[src/rtl/jtag_vector_player.sv]
// JTAG vector playback stage with a parametrised vector RAM width. It streams
// {tms,tdi} steps over a ready/next handshake and repeats a step window N
// times, firing one delayed ADC trigger per pass. Returned TDO bits are packed
// LSB-first into 32-bit capture RAM words.
module jtag_vector_player #(
  parameter int unsigned J_D_WIDTH   = 8,
  parameter int unsigned J_A_WIDTH   = 12,
  parameter int unsigned CAP_A_WIDTH = 10
) (
  input  logic                   clk,
  input  logic                   reset_n,
  input  logic                   start,
  input  logic                   abort,
  input  logic [31:0]            vector_start,
  input  logic [31:0]            vector_end,
  input  logic [31:0]            vector_number_repeat,
  input  logic [31:0]            adc_start_delay,
  output logic [J_A_WIDTH-1:0]   vec_addr,
  input  logic [J_D_WIDTH-1:0]   vec_rd_data,
  output logic [1:0]             vector_data,
  output logic                   data_ready,
  input  logic                   get_next_data,
  output logic                   wait_state,
  input  logic                   tdo,
  input  logic                   tdo_valid,
  output logic                   cap_we,
  output logic [CAP_A_WIDTH-1:0] cap_addr,
  output logic [31:0]            cap_wr_data,
  output logic                   adc_start,
  output logic                   adc_sequence_one,
  output logic                   busy,
  output logic                   done,
  output logic                   error
);

  localparam int unsigned K = J_D_WIDTH / 2;

  typedef enum logic [2:0] {
    S_IDLE,
    S_FETCH,
    S_WAITRD,
    S_PRESENT,
    S_PASS_END,
    S_DONE
  } state_t;

  state_t r_state, w_next;

  logic [31:0]            r_vstart, r_vend, r_npass, r_delay;
  logic [31:0]            r_step, r_lane, r_start_lane, r_pass;
  logic [J_A_WIDTH-1:0]   r_waddr, r_start_waddr;
  logic [J_D_WIDTH-1:0]   r_word;
  logic                   r_seq, r_error, r_first;
  logic                   r_adc_armed;
  logic [31:0]            r_adc_cnt;
  logic [31:0]            r_cap_sr, r_cap_data;
  logic [4:0]             r_cap_cnt;
  logic [CAP_A_WIDTH-1:0] r_cap_ptr, r_cap_addr;
  logic                   r_cap_we;

  logic                   w_active, w_abort, w_consume, w_last, w_lane_last;
  logic                   w_more, w_cfg_bad, w_start_idle;
  logic [J_A_WIDTH-1:0]   w_start_waddr;
  logic [31:0]            w_start_lane;
  logic [1:0]             w_lane_bits;
  logic                   w_first, w_adc_fire;
  logic [31:0]            w_adc_cnt;
  logic                   w_cap_en, w_cap_wr;
  logic [31:0]            w_cap_word;

  assign w_active      = (r_state == S_FETCH) || (r_state == S_WAITRD) ||
                         (r_state == S_PRESENT) || (r_state == S_PASS_END);
  assign w_abort       = abort && w_active;
  assign w_consume     = (r_state == S_PRESENT) && get_next_data && !abort;
  assign w_last        = (r_step == r_vend);
  assign w_lane_last   = (r_lane == K - 1);
  assign w_more        = (r_pass + 32'd1) < r_npass;
  assign w_cfg_bad     = (vector_end < vector_start);
  assign w_start_idle  = (r_state == S_IDLE) && start;
  assign w_start_waddr = J_A_WIDTH'(vector_start / K);
  assign w_start_lane  = vector_start % K;
  assign w_lane_bits   = 2'(r_word >> {r_lane, 1'b0});

  // Delay counter is forced to 0 on the first present of a pass so that a
  // delay of 0 fires in that same cycle.
  assign w_first    = (r_state == S_PRESENT) && r_first;
  assign w_adc_cnt  = w_first ? 32'd0 : r_adc_cnt;
  assign w_adc_fire = (w_first || r_adc_armed) && (w_adc_cnt == r_delay);

  // DONE flushes any pending bits, including a tdo bit arriving that cycle.
  assign w_cap_en   = (r_state != S_IDLE) && !w_abort;
  assign w_cap_word = r_cap_sr | ((tdo_valid && tdo) ? (32'd1 << r_cap_cnt) : 32'd0);
  assign w_cap_wr   = w_cap_en &&
                      ((tdo_valid && (r_cap_cnt == 5'd31)) ||
                       ((r_state == S_DONE) && (tdo_valid || (r_cap_cnt != 5'd0))));

  assign vec_addr         = r_waddr;
  assign adc_start        = w_adc_fire;
  assign adc_sequence_one = r_seq;
  assign error            = r_error;
  assign cap_we           = r_cap_we;
  assign cap_addr         = r_cap_addr;
  assign cap_wr_data      = r_cap_data;

  // State register.
  always_ff @(posedge clk) begin
    if (!reset_n) r_state <= S_IDLE;
    else          r_state <= w_next;
  end

  // Next-state decode and handshake/status outputs.
  always_comb begin
    w_next      = r_state;
    data_ready  = 1'b0;
    busy        = 1'b0;
    done        = 1'b0;
    case (r_state)
      S_IDLE: begin
        if (start) w_next = w_cfg_bad ? S_DONE : S_FETCH;
      end
      S_FETCH: begin
        busy   = 1'b1;
        w_next = S_WAITRD;
      end
      S_WAITRD: begin
        busy   = 1'b1;
        w_next = S_PRESENT;
      end
      S_PRESENT: begin
        busy       = 1'b1;
        data_ready = 1'b1;
        if (w_consume) begin
          if (w_last)           w_next = w_more ? S_PASS_END : S_DONE;
          else if (w_lane_last) w_next = S_FETCH;
        end
      end
      S_PASS_END: begin
        busy   = 1'b1;
        w_next = S_FETCH;
      end
      S_DONE: begin
        done   = 1'b1;
        w_next = S_IDLE;
      end
      default: w_next = S_IDLE;
    endcase
    if (w_abort) w_next = S_IDLE;
    wait_state  = busy && !data_ready;
    vector_data = data_ready ? w_lane_bits : 2'b00;
  end

  // Run configuration, step/lane walk and pass bookkeeping.
  always_ff @(posedge clk) begin
    if (!reset_n) begin
      r_vstart      <= '0;
      r_vend        <= '0;
      r_npass       <= '0;
      r_delay       <= '0;
      r_step        <= '0;
      r_lane        <= '0;
      r_start_lane  <= '0;
      r_pass        <= '0;
      r_waddr       <= '0;
      r_start_waddr <= '0;
      r_word        <= '0;
      r_seq         <= 1'b0;
      r_error       <= 1'b0;
      r_first       <= 1'b0;
    end else begin
      if (w_start_idle) begin
        r_error <= w_cfg_bad;
        if (!w_cfg_bad) begin
          r_vstart      <= vector_start;
          r_vend        <= vector_end;
          r_npass       <= (vector_number_repeat == 32'd0) ? 32'd1 : vector_number_repeat;
          r_delay       <= adc_start_delay;
          r_step        <= vector_start;
          r_waddr       <= w_start_waddr;
          r_lane        <= w_start_lane;
          r_start_waddr <= w_start_waddr;
          r_start_lane  <= w_start_lane;
          r_pass        <= '0;
          r_seq         <= 1'b1;
          r_first       <= 1'b1;
        end
      end
      if (r_state == S_WAITRD) r_word <= vec_rd_data;
      if (w_consume && !w_last) begin
        r_step <= r_step + 32'd1;
        if (w_lane_last) begin
          r_lane  <= '0;
          r_waddr <= r_waddr + J_A_WIDTH'(1);
        end else begin
          r_lane  <= r_lane + 32'd1;
        end
      end
      if (r_state == S_PASS_END) begin
        r_pass  <= r_pass + 32'd1;
        r_seq   <= ~r_seq;
        r_step  <= r_vstart;
        r_waddr <= r_start_waddr;
        r_lane  <= r_start_lane;
        r_first <= 1'b1;
      end
      if (w_first) r_first <= 1'b0;
      if (w_abort || (r_state == S_DONE)) begin
        r_seq   <= 1'b0;
        r_first <= 1'b0;
      end
    end
  end

  // ADC trigger delay: at most one pulse per pass, dropped at pass end.
  always_ff @(posedge clk) begin
    if (!reset_n) begin
      r_adc_armed <= 1'b0;
      r_adc_cnt   <= '0;
    end else begin
      r_adc_cnt <= w_adc_cnt + 32'd1;
      if (w_adc_fire)   r_adc_armed <= 1'b0;
      else if (w_first) r_adc_armed <= 1'b1;
      if (w_abort || (w_consume && w_last) || (r_state == S_IDLE)) r_adc_armed <= 1'b0;
    end
  end

  // TDO packing into 32-bit capture words.
  always_ff @(posedge clk) begin
    if (!reset_n) begin
      r_cap_sr   <= '0;
      r_cap_cnt  <= '0;
      r_cap_ptr  <= '0;
      r_cap_addr <= '0;
      r_cap_data <= '0;
      r_cap_we   <= 1'b0;
    end else begin
      r_cap_we <= 1'b0;
      if (w_start_idle) begin
        r_cap_ptr <= '0;
        r_cap_sr  <= '0;
        r_cap_cnt <= '0;
      end else if (w_abort) begin
        r_cap_sr  <= '0;
        r_cap_cnt <= '0;
      end else if (w_cap_wr) begin
        r_cap_we   <= 1'b1;
        r_cap_addr <= r_cap_ptr;
        r_cap_data <= w_cap_word;
        r_cap_ptr  <= r_cap_ptr + CAP_A_WIDTH'(1);
        r_cap_sr   <= '0;
        r_cap_cnt  <= '0;
      end else if (w_cap_en && tdo_valid) begin
        r_cap_sr  <= w_cap_word;
        r_cap_cnt <= r_cap_cnt + 5'd1;
      end
    end
  end

endmodule

[config.mk]
export PLATFORM = sky130hd
export DESIGN_NAME = jtag_vector_player
export DESIGN_NICKNAME = d
export VERILOG_FILES = /design/src/rtl/jtag_vector_player.sv
export SDC_FILE = /design/constraint.sdc
export NUM_CORES = 1
export LEC_CHECK = 0
export CAP_MARGIN = 20
export CELL_PAD_IN_SITES_DETAIL_PLACEMENT = 1
export CELL_PAD_IN_SITES_GLOBAL_PLACEMENT = 2
export CORE_MARGIN = 2
export CORE_UTILIZATION = 34
export CTS_CLUSTER_DIAMETER = 60
export CTS_CLUSTER_SIZE = 28
export DETAILED_ROUTE_END_ITERATION = 10
export GPL_ROUTABILITY_DRIVEN = 0
export PLACE_DENSITY = 0.88
export SLEW_MARGIN = 20
export SYNTH_ARGS = -nofsm -noshare
export SYNTH_HDL_FRONTEND = slang
export SYNTH_SLANG_ARGS = --single-unit
[constraint.sdc]
create_clock -name clk -period 4 [get_ports clk]
set_clock_uncertainty 0.05 [all_clocks]
set_input_delay 0.4 -clock clk [delete_from_list [all_inputs] [get_ports clk]]
set_output_delay 0.4 -clock clk [all_outputs]
set_load 0.005 [all_outputs]
==> summary.txt, run 1 <==
# nets final: 2764
Post-synth EDFFs: 0
Post-Syn Area: 19000 µm²
Share of cells above drive strength 1: 0.0614
Sw Ratio: 0.306
Initial antenna violation count: 12
Post-route insts no fill: 3326
Gate power share: 0.165
Placed Cells: 3254
WL/cell: 19.2 µm
Longest Clk Path Bufs: 3
Worst Setup Start Kind: register
Max cap viols: 0
Core area: 55100 µm²
DP Area: 21700 µm²
Worst slew pin tran: 1.05 ns
RSZ-0062 raised after global routing: no
Fin. Hold Viols: 0
Final Critical Period: 3.74 ns
Min-delay worst type: in -> reg
Lkg Pwr: 8.24 nW
Syn Inst Count: 2410
Die footprint: 57700 µm²
Drt first-iter violations: 925
Overall Power: 9.41 mW
Filler instances: 6640
#FFs+latches synth: 373
Async S/R FF share, synth: 0
CP required: 3.55 ns
Crit. End Element: output port
Root Buffer: clkbuf_16
Routed wire length: 63900 µm
Sequential area share after synthesis: 0.394
Final setup violation count: 0
Crit path kind: reg -> out
Power share of the clock group: 0.396
Number of buffers created by CTS: 37
Congestion Overflow GR: 0
Slew HR: 0.296
Worst-Skew Late Latency: 0.57 ns
Worst Path Buf+Inv: 3
Mapped Nets: 2628
Reg-to-Reg End: r_state[0]$_SDFFE_PP0P_
R2R Setup Slk: 0.47 ns
CTS sink cnt: 373
Die Width: 240 µm
P per Cell Area: 408 nW/µm²
Synth cell types: 82
Post-CTS Hold Fix Bufs: 0
Top FF cell, synth: dfxtp_1
Ports: 207
Worst path max stage delay: 0.55 ns
Crit-path cells: nand4b_1, buf_12, buf_4, nand2_1, a22oi_1, nand4_1, nor3_1, and4b_1, clkdlybuf4s50_1
DR vias/cell: 5.41
Fin area: 23000 µm²
Total Neg Setup Slack: 0 ns
Min-delay src: adc_start_delay[11]
Worst R2R Start: r_pass[2]$_SDFFE_PN0P_
Post-route DRC: 0
Data arrival time of the critical path: 3.29 ns
Max Fclk: 268 MHz
Tcrit/Tclk final: 0.934
Syn Area/Cell: 7.87 µm²
Syn. warnings: 0
Hold EP: r_delay[11]$_SDFFE_PN0P_
Hold Path Stages: 3
Delay-heaviest family, CP: simple AND/OR/NAND/NOR gates
Power Internal: 6.53 mW
DRT antenna net count: 0
Maximum vdd ir drop: 0.239 mV
Clock transition at path regs: 0.07 ns
P&R area growth vs syn: 21.5%
Gr usage total: 0.218
Die extent in y: 240 µm
Vias post-DR: 17983
Worst Slack Setup Final: 0.262 ns
Slowest CP cell: clkdlybuf4s50_1
Layout Utilization: 0.418
Detailed Place HPWL: 46200 µm
First-pass GRT wire length: 99900 µm
CTS tree: built
First-pass iteration count of the detailed router: 5
Cell Rows: 86
Status: completed
Fin Hold WS: 0.329 ns
Largest net degree at the start of global routing: 113
Reg2reg path depth: 13
P_sw: 2.88 mW
Max Fanout on Critical Path: 11
Number of global-route vias before repair: 18280
Pins Over Slew Limit: 0
Port bufs: 206
Sequential share of power: 0.439
Effective utilization at floorplan: 0.344
Pre-CTS setup slack: 0.0958 ns
H-tree depth: 2
[placed cells by master (no fill, tap or decap), types with 21 or more instances in the layout]
| cell | n |
|---|---|
| a211oi_1 | 53 |
| nor3_1 | 42 |
| nand3_1 | 83 |
| mux2i_1 | 21 |
| ha_1 | 75 |
| a31oi_1 | 45 |
| clkdlybuf4s50_1 | 205 |
| buf_4 | 37 |
| inv_1 | 102 |
| xnor2_1 | 62 |
| xor2_1 | 80 |
| o21ai_0 | 58 |
| nand2_1 | 400 |
| o211ai_1 | 21 |
| clkbuf_16 | 39 |
| nor4_1 | 27 |
| a21oi_1 | 257 |
| nand4_1 | 44 |
| nor2_1 | 254 |
| and3_1 | 28 |
| dfxtp_1 | 372 |
| and2_1 | 23 |
[metal layers]
metal  vias up  wire, µm  global-route usage  part of all wire
met4        16      1700              0.0706             0.027
met1      8821     28800               0.284              0.45
met5         -       110                   0            0.0017
met2       365     29000               0.353              0.45
met3       112      4240              0.0532             0.066
li1       8669         -                   -                 -
[cells in the mapped netlist (all sizes together) (13+ instances only)]
library cell,n,share of area
nand2,402,0.080
dfxtp,373,0.39
a21oi,258,0.068
nor2,257,0.051
inv,104,0.021
clkbuf,92,0.018
nand3,83,0.022
xor2,80,0.037
ha,75,0.049
o21ai,67,0.018
a211oi,62,0.027
buf,62,0.018
xnor2,62,0.029
nor3,47,0.014
a31oi,45,0.015
nand4,45,0.015
nor4,32,0.013
and3,29,0.0096
and2,24,0.0079
mux2i,21,0.011
o211ai,21,0.0083
a21o,18,0.0071
a311oi,13,0.0060
[registers in the layout, summed over array words and instances, names as in the netlist, 32 cells and up]
signal,count
cap_wr_data,32
r_adc_cnt,32
r_cap_sr,32
r_delay,32
r_lane,32
r_npass,32
r_pass,32
r_step,32
r_vend,32
r_vstart,32
[logic make-up after synthesis]
kind of cell,Yosys count,share of synthesized area
adders and majority gates,75,0.0495
AOI/OAI and AO/OA,567,0.187
buffers and inverters,258,0.0566
muxes,25,0.0146
DFF,373,0.394
and+or+nand+nor,970,0.233
xor gates and xnor gates,142,0.0656
[what timing repair did]
action,in CTS,in global routing
pin swaps,0,0
buffers inserted,0,1
resized for setup,1,1
endpoints found under the setup margin,1,1
[power groups by stage]
stage | registers [mW] | clock network, mW | logic, mW
2_1_floorplan | 4.12 | 0 | 0.953
3_3_place_gp | 4.20 | 0 | 1.50
3_5_place_dp | 4.21 | 0 | 1.55
4_1_cts | 4.12 | 3.83 | 1.56
5_1_grt | 4.16 | 3.96 | 1.70
6_report | 4.13 | 3.73 | 1.55
[worst reg2reg max path, cell delays in order (launching register included)]
cell       delay [ns]
dfxtp_1          0.44
nand3_1          0.18
nor3_2           0.37
and2_1           0.25
nand3_1          0.18
nor2_1           0.18
xor2_1           0.23
ha_1             0.29
a21o_1           0.16
a21o_1           0.17
a21oi_1          0.23
o211ai_1         0.11
a2111oi_0        0.45
a21oi_1          0.12
[area by class of cell]
type / instances / area [µm²] / area share
Inverter: 104 / 398 / 0.0173
Clock inverter: 27 / 285 / 0.0124
Multi-Input combinational cell: 1779 / 10500 / 0.454
Tap cell: 748 / 936 / 0.0406
Clock buffer: 40 / 990 / 0.0429
Antenna cell: 4 / 10.0 / 0.000434
Sequential cell: 373 / 7470 / 0.324
Timing Repair Buffer: 251 / 2490 / 0.108
[how the worst max path moves through the flow]
stage	from	end	slack [ns]	depth (start not counted)
after floorplan	r_pass[0]$_SDFFE_PN0P_	r_state[0]$_SDFFE_PP0P_	0.91	13
after global placement	vector_start[25]	vec_addr[5]$_SDFF_PN0_	0.26	12
after detailed placement	vector_start[27]	vec_addr[5]$_SDFF_PN0_	0.1	12
after CTS	r_state[2]$_SDFFE_PP0P_	adc_start	0.02	8
after global routing	r_pass[1]$_SDFFE_PN0P_	r_state[0]$_SDFFE_PP0P_	0.10	13
final	r_state[2]$_SDFFE_PP0P_	adc_start	0.26	9
(Power assumes the default switching activity.)
==> run 2, diff against run 1 <==
PLACE_DENSITY = 0.92   (was 0.88)
==> run 2 against run 1 <==
- power up 1.7%
- sequential share of layout area barely moved
- fmax is 0.49% higher
- non-clock buffer count fell by 2
- critical path type unchanged
- largest power group unchanged
==> summary.txt, run 2 (synthesis results as in run 1) <==
Status: completed
Max Fanout on Critical Path: 32 (+21)
Congestion Overflow GR: 0 (unchanged)
Initial antenna violation count: 12 (unchanged)
GRT busiest layer: met2
H-tree depth: 2 (unchanged)
First-pass iteration count of the detailed router: 5 (unchanged)
Gate power share: 0.164 (about the same)
Grt met1 use: 0.288 (+0.00367)
Worst Slack Setup Final: 0.280 ns (+0.0180 ns)
CTS tree: built
Die footprint: 57700 µm² (unchanged)
Largest net degree at the start of global routing: 134 (+19%)
Lkg Pwr: 8.25 nW (about the same)
Power share of the clock group: 0.405 (+0.009)
Number of buffers created by CTS: 38 (+2.7%)
# nets final: 2763 (-0.036%)
P&R area growth vs syn: 21.6% (about the same)
Routed wire length: 64900 µm (+1.7%)
Total Neg Setup Slack: 0 ns (unchanged)
DR vias/cell: 5.46 (+1.0%)
Share of cells above drive strength 1: 0.0622 (+0.000777)
P_sw: 2.93 mW (+1.8%)
Detailed Place HPWL: 46800 µm (+1.3%)
Slew HR: 0.419 (+0.124)
Ports: 207 (unchanged)
CTS sink cnt: 373 (unchanged)
Crit. End Element: output port
Worst-Skew Late Latency: 0.58 ns (about the same)
Power Internal: 6.64 mW (+1.7%)
Overall Power: 9.57 mW (+1.7%)
Vias post-DR: 18177 (+1.1%)
Tcrit/Tclk final: 0.930 (-0.00451)
Core area: 55100 µm² (unchanged)
GRT met3 Usage: 0.0546 (+0.00149)
Max cap viols: 0 (unchanged)
Die Width: 240 µm (unchanged)
WL/cell: 19.5 µm (+1.7%)
DRT antenna net count: 0 (unchanged)
M2 GR Usage: 0.370 (+0.0176)
Max Fclk: 269 MHz (+0.49%)
Fin. Hold Viols: 0 (unchanged)
Data arrival time of the critical path: 3.27 ns (-0.02 ns)
Worst Setup Start Kind: register
Port bufs: 206 (unchanged)
Most common cell after layout, fill and taps aside: nand2_1
Sequential share of power: 0.431 (-0.008)
Clock transition at path regs: 0.07 ns (about the same)
Pre-CTS setup slack: 0.106 ns (+0.0104 ns)
CP required: 3.55 ns (about the same)
Die extent in y: 240 µm (unchanged)
Longest Clk Path Bufs: 3 (unchanged)
Sw Ratio: 0.306 (about the same)
Placed Cells: 3252 (-0.061%)
Post-CTS Hold Fix Bufs: 0 (unchanged)
Post-route DRC: 0 (unchanged)
Cell Rows: 86 (unchanged)
Min-delay worst type: in -> reg
Effective utilization at floorplan: 0.344 (unchanged)
Most frequent cells in the layout: nand2_1 (400), dfxtp_1 (371), a21oi_1 (257), nor2_1 (254), clkdlybuf4s50_1 (205)
Gr usage total: 0.224 (+0.00591)
Number of global-route vias before repair: 18760 (+2.6%)
Fin area: 23100 µm² (about the same)
DP Area: 21700 µm² (-0.18%)
Fin Hold WS: 0.288 ns (-0.0411 ns)
Final setup violation count: 0 (unchanged)
P per Cell Area: 415 nW/µm² (+1.7%)
RSZ-0062 raised after global routing: no
Maximum vdd ir drop: 0.277 mV (+16%)
Drt first-iter violations: 891 (-3.7%)
Pins Over Slew Limit: 0 (unchanged)
Final Critical Period: 3.72 ns (-0.0180 ns)
Post-route insts no fill: 3327 (+0.030%)
Root Buffer: clkbuf_16
Layout Utilization: 0.419 (about the same)
Post-CTS setup buffers: 0 (unchanged)
Crit path kind: reg -> out
First-pass GRT wire length: 103000 µm (+2.9%)
Worst slew pin tran: 0.871 ns (-0.182 ns)
==> run 2: cell types whose count changed in the layout (fill, tap and decap cells not counted), moves of 2 or more <==
cell | previous run | this run
buf_12 | 8 | 5
clkbuf_8 | 1 | 3
clkinv_2 | 4 | 1
clkinv_4 | 8 | 5
clkinvlp_4 | 1 | 3
inv_8 | 4 | 7
==> run 2: path summary, 6_finish.rpt <==
kind	startpoint	endpoint	slack, ns	cells past startpoint
worst max-delay path	r_state[2]$_SDFFE_PP0P_	adc_start	0.28	8
worst min-delay path	reset_n	r_lane[22]$_SDFFE_PN0P_	0.29	3
worst max register to register	r_pass[1]$_SDFFE_PN0P_	r_state[0]$_SDFFE_PP0P_	0.55	13
worst min register to register	r_npass[19]$_SDFFE_PN0P_	r_npass[19]$_SDFFE_PN0P_	0.41	2
==> run 2: critical path, cell delays in order (launching register included) <==
cell,delay [ns]
dfxtp_2,0.42
nand4b_1,0.18
buf_6,0.27
nand2_1,0.14
a222oi_1,0.45
nand4_1,0.15
nor3_1,0.20
and4b_1,0.33
clkdlybuf4s50_1,0.55
==> run 2: what timing repair did <==
| item | 4_1_cts | 5_1_grt |
|---|---|---|
| hold endpoints to repair | 0 | 0 |
| resized for setup | 0 | 4 |
| endpoints found under the setup margin | 0 | 1 |
==> run 2: layout make-up <==
class	instances	area, µm²
fill	6624	32000
multi-input combinational	1779	10500
sequential	373	7470
timing repair buffer	249	2450
clock buffer	42	1020
tap	748	936
inverter	104	398
clock inverter	27	315
antenna	5	12.5
==> run 2: power by group through the flow <==
| stage | clock network [mW] | logic, mW | registers, mW |
|---|---|---|---|
| finish | 3.87 | 1.57 | 4.13 |
| global placement | 0 | 1.50 | 4.19 |
| detailed placement | 0 | 1.55 | 4.21 |
| floorplan | 0 | 0.953 | 4.12 |
| CTS | 3.97 | 1.57 | 4.12 |
| global route | 4.11 | 1.72 | 4.15 |
==> run 2: per-layer routing <==
| metal | part of all wire | up-vias |
|---|---|---|
| met2 | 0.46 | 396 |
| met4 | 0.026 | 12 |
| met5 | 0.0012 | - |
| li1 | - | 8686 |
| met3 | 0.065 | 112 |
| met1 | 0.44 | 8971 |
==> run 3, diff against run 2 <==
CAP_MARGIN = 0   (was 20)
HOLD_SLACK_MARGIN = 0.12   (was not set)
SLEW_MARGIN = 15   (was 20)
==> run 3 against run 2 <==
- cell count did not move
- via count fell by 0.22%
- highest routed layer unchanged
- critical path depth did not move
- critical path type unchanged
- largest power group unchanged
- power barely moved
- worst hold slack got worse by 0.0082 ns
- clock power barely moved
- global-route usage did not move
- fmax fell by 0.84%
- flip-flop and latch count did not move
- first-iteration DRC count rose by 2.4%
- register-to-register slack barely moved
- wire length barely moved
==> summary.txt, run 3 (synthesis results as in run 1) <==
DP Area: 21700 µm² (unchanged)
Ports: 207 (unchanged)
Reg-to-Reg End: r_state[0]$_SDFFE_PP0P_
R2R Setup Slk: 0.55 ns (about the same)
Total Neg Setup Slack: 0 ns (unchanged)
Max Fclk: 267 MHz (-0.84%)
Layout Utilization: 0.418 (about the same)
Die footprint: 57700 µm² (unchanged)
Power share of the clock group: 0.405 (about the same)
Hold EP: r_lane[22]$_SDFFE_PN0P_
Effective utilization at floorplan: 0.344 (unchanged)
Worst Setup Start Kind: register
DR vias/cell: 5.45 (-0.22%)
Post-CTS Hold Fix Bufs: 0 (unchanged)
First-pass iteration count of the detailed router: 5 (unchanged)
Final setup violation count: 0 (unchanged)
Min-delay worst type: in -> reg
Worst Path Buf+Inv: 2 (unchanged)
First-pass GRT wire length: 103000 µm (unchanged)
Post-route DRC: 0 (unchanged)
Routed wire length: 64900 µm (about the same)
# nets final: 2762 (-0.036%)
Number of global-route vias before repair: 18760 (unchanged)
CTS sink cnt: 373 (unchanged)
WL/cell: 19.5 µm (about the same)
P_sw: 2.94 mW (+0.23%)
Hold Path Stages: 3 (unchanged)
Tcrit/Tclk final: 0.938 (+0.00784)
P&R area growth vs syn: 21.6% (about the same)
Gate power share: 0.164 (about the same)
CTS tree: built
RSZ-0062 raised after global routing: no
Gr usage total: 0.224 (unchanged)
Congestion Overflow GR: 0 (unchanged)
CP required: 3.55 ns (about the same)
DRT antenna net count: 0 (unchanged)
Data arrival time of the critical path: 3.30 ns (+0.03 ns)
Maximum vdd ir drop: 0.278 mV (+0.20%)
Min-delay src: reset_n
Pins Over Slew Limit: 0 (unchanged)
Fin area: 23100 µm² (about the same)
Detailed Place HPWL: 46800 µm (unchanged)
Vias post-DR: 18137 (-0.22%)
Overall Power: 9.58 mW (about the same)
Die extent in y: 240 µm (unchanged)
Crit-path cells: nand4b_1, buf_6, nand2_1, a222oi_1, nand4_1, nor3_1, and4b_1, clkdlybuf4s50_1
Lkg Pwr: 8.24 nW (about the same)
Cts repair resizes: 0 (unchanged)
Worst R2R Start: r_pass[1]$_SDFFE_PN0P_
Core area: 55100 µm² (unchanged)
Cell Rows: 86 (unchanged)
Reg2reg path depth: 13 (unchanged)
Root Buffer: clkbuf_16
Fin. Hold Viols: 0 (unchanged)
P per Cell Area: 415 nW/µm² (about the same)
Most frequent cells in the layout: nand2_1 (400), dfxtp_1 (371), a21oi_1 (257), nor2_1 (254), clkdlybuf4s50_1 (205)
Filler instances: 6622 (-0.030%)
Most common cell after layout, fill and taps aside: nand2_1
Number of buffers created by CTS: 38 (unchanged)
Longest Clk Path Bufs: 3 (unchanged)
Drt first-iter violations: 912 (+2.4%)
Port bufs: 206 (unchanged)
Share of cells above drive strength 1: 0.0614 (-0.000753)
Worst path max stage delay: 0.55 ns (about the same)
Worst-Skew Late Latency: 0.58 ns (about the same)
Status: completed
Post-CTS setup buffers: 0 (unchanged)
Largest net degree at the start of global routing: 134 (unchanged)
Delay-heaviest family, CP: simple AND/OR/NAND/NOR gates
Power Internal: 6.64 mW (about the same)
Max Fanout on Critical Path: 32 (unchanged)
Sw Ratio: 0.306 (+0.000507)
Final Critical Period: 3.75 ns (+0.0314 ns)
H-tree depth: 2 (unchanged)
Worst Slack Setup Final: 0.249 ns (-0.0314 ns)
Sequential share of power: 0.431 (about the same)
Clock transition at path regs: 0.07 ns (about the same)
Pre-CTS setup slack: 0.106 ns (unchanged)
Worst slew pin tran: 1.14 ns (+0.264 ns)
Max cap viols: 0 (unchanged)
Slew HR: 0.240 (-0.179)
Crit path kind: reg -> out
Die Width: 240 µm (unchanged)
Crit. End Element: output port
Initial antenna violation count: 12 (unchanged)
Slowest CP cell: clkdlybuf4s50_1
run 3: per-stage QoR:
stage               hold slack [ns]  cells
floorplan                     0.382   2410
global placement              0.392   3252
detailed placement            0.399   3252
CTS                           0.257   3321
global route                  0.299   3324
finish                        0.280   3327
run 3: layout make-up:
cell class                      count  area [µm²]  area share
Clock buffer                       42        1020      0.0441
Inverter                          104         398      0.0173
Tap cell                          748         936      0.0406
Timing Repair Buffer              248        2440       0.106
Antenna cell                        6        15.0    0.000651
Sequential cell                   373        7470       0.324
Multi-Input combinational cell   1779       10500       0.454
Clock inverter                     27         315      0.0137
run 3: metal layers:
metal | vias up | wire [µm] | part of all wire | GRT usage
met5 | - | 84 | 0.0013 | 0
met4 | 12 | 1690 | 0.026 | 0.0657
met3 | 115 | 4210 | 0.065 | 0.0546
met2 | 389 | 30200 | 0.46 | 0.370
met1 | 8942 | 28800 | 0.44 | 0.288
li1 | 8679 | - | - | -
run 3: power groups by stage:
stage | logic, mW | clock network, mW | registers (mW)
after floorplan | 0.953 | 0 | 4.12
after global placement | 1.50 | 0 | 4.19
after detailed placement | 1.55 | 0 | 4.21
after CTS | 1.57 | 3.97 | 4.12
after global routing | 1.72 | 4.11 | 4.15
final | 1.57 | 3.88 | 4.13
run 3: worst reg2reg max path: stages, from the launching register on:
cell and delay, ns:
dfxtp_1 0.37, ha_1 0.26, nand3_1 0.19, nor2_1 0.23, and4_1 0.32, nand3_1 0.21
nor2_1 0.19, xor2_1 0.22, ha_1 0.28, a21o_1 0.18, a21oi_1 0.20, o211ai_1 0.11
a2111oi_0 0.41, a21oi_1 0.12
run 3: worst max-delay path by stage:
stage / slack [ns] / start / end / cells after the start
2_1_floorplan: 0.91 / r_pass[0]$_SDFFE_PN0P_ / r_state[0]$_SDFFE_PP0P_ / 13
3_3_place_gp: 0.21 / vector_start[31] / vec_addr[8]$_SDFF_PN0_ / 12
3_5_place_dp: 0.11 / vector_start[31] / vec_addr[1]$_SDFF_PN0_ / 12
4_1_cts: 0.01 / r_state[1]$_SDFFE_PP0P_ / adc_start / 8
5_1_grt: 0.04 / r_state[2]$_SDFFE_PP0P_ / adc_start / 8
6_report: 0.25 / r_state[2]$_SDFFE_PP0P_ / adc_start / 8
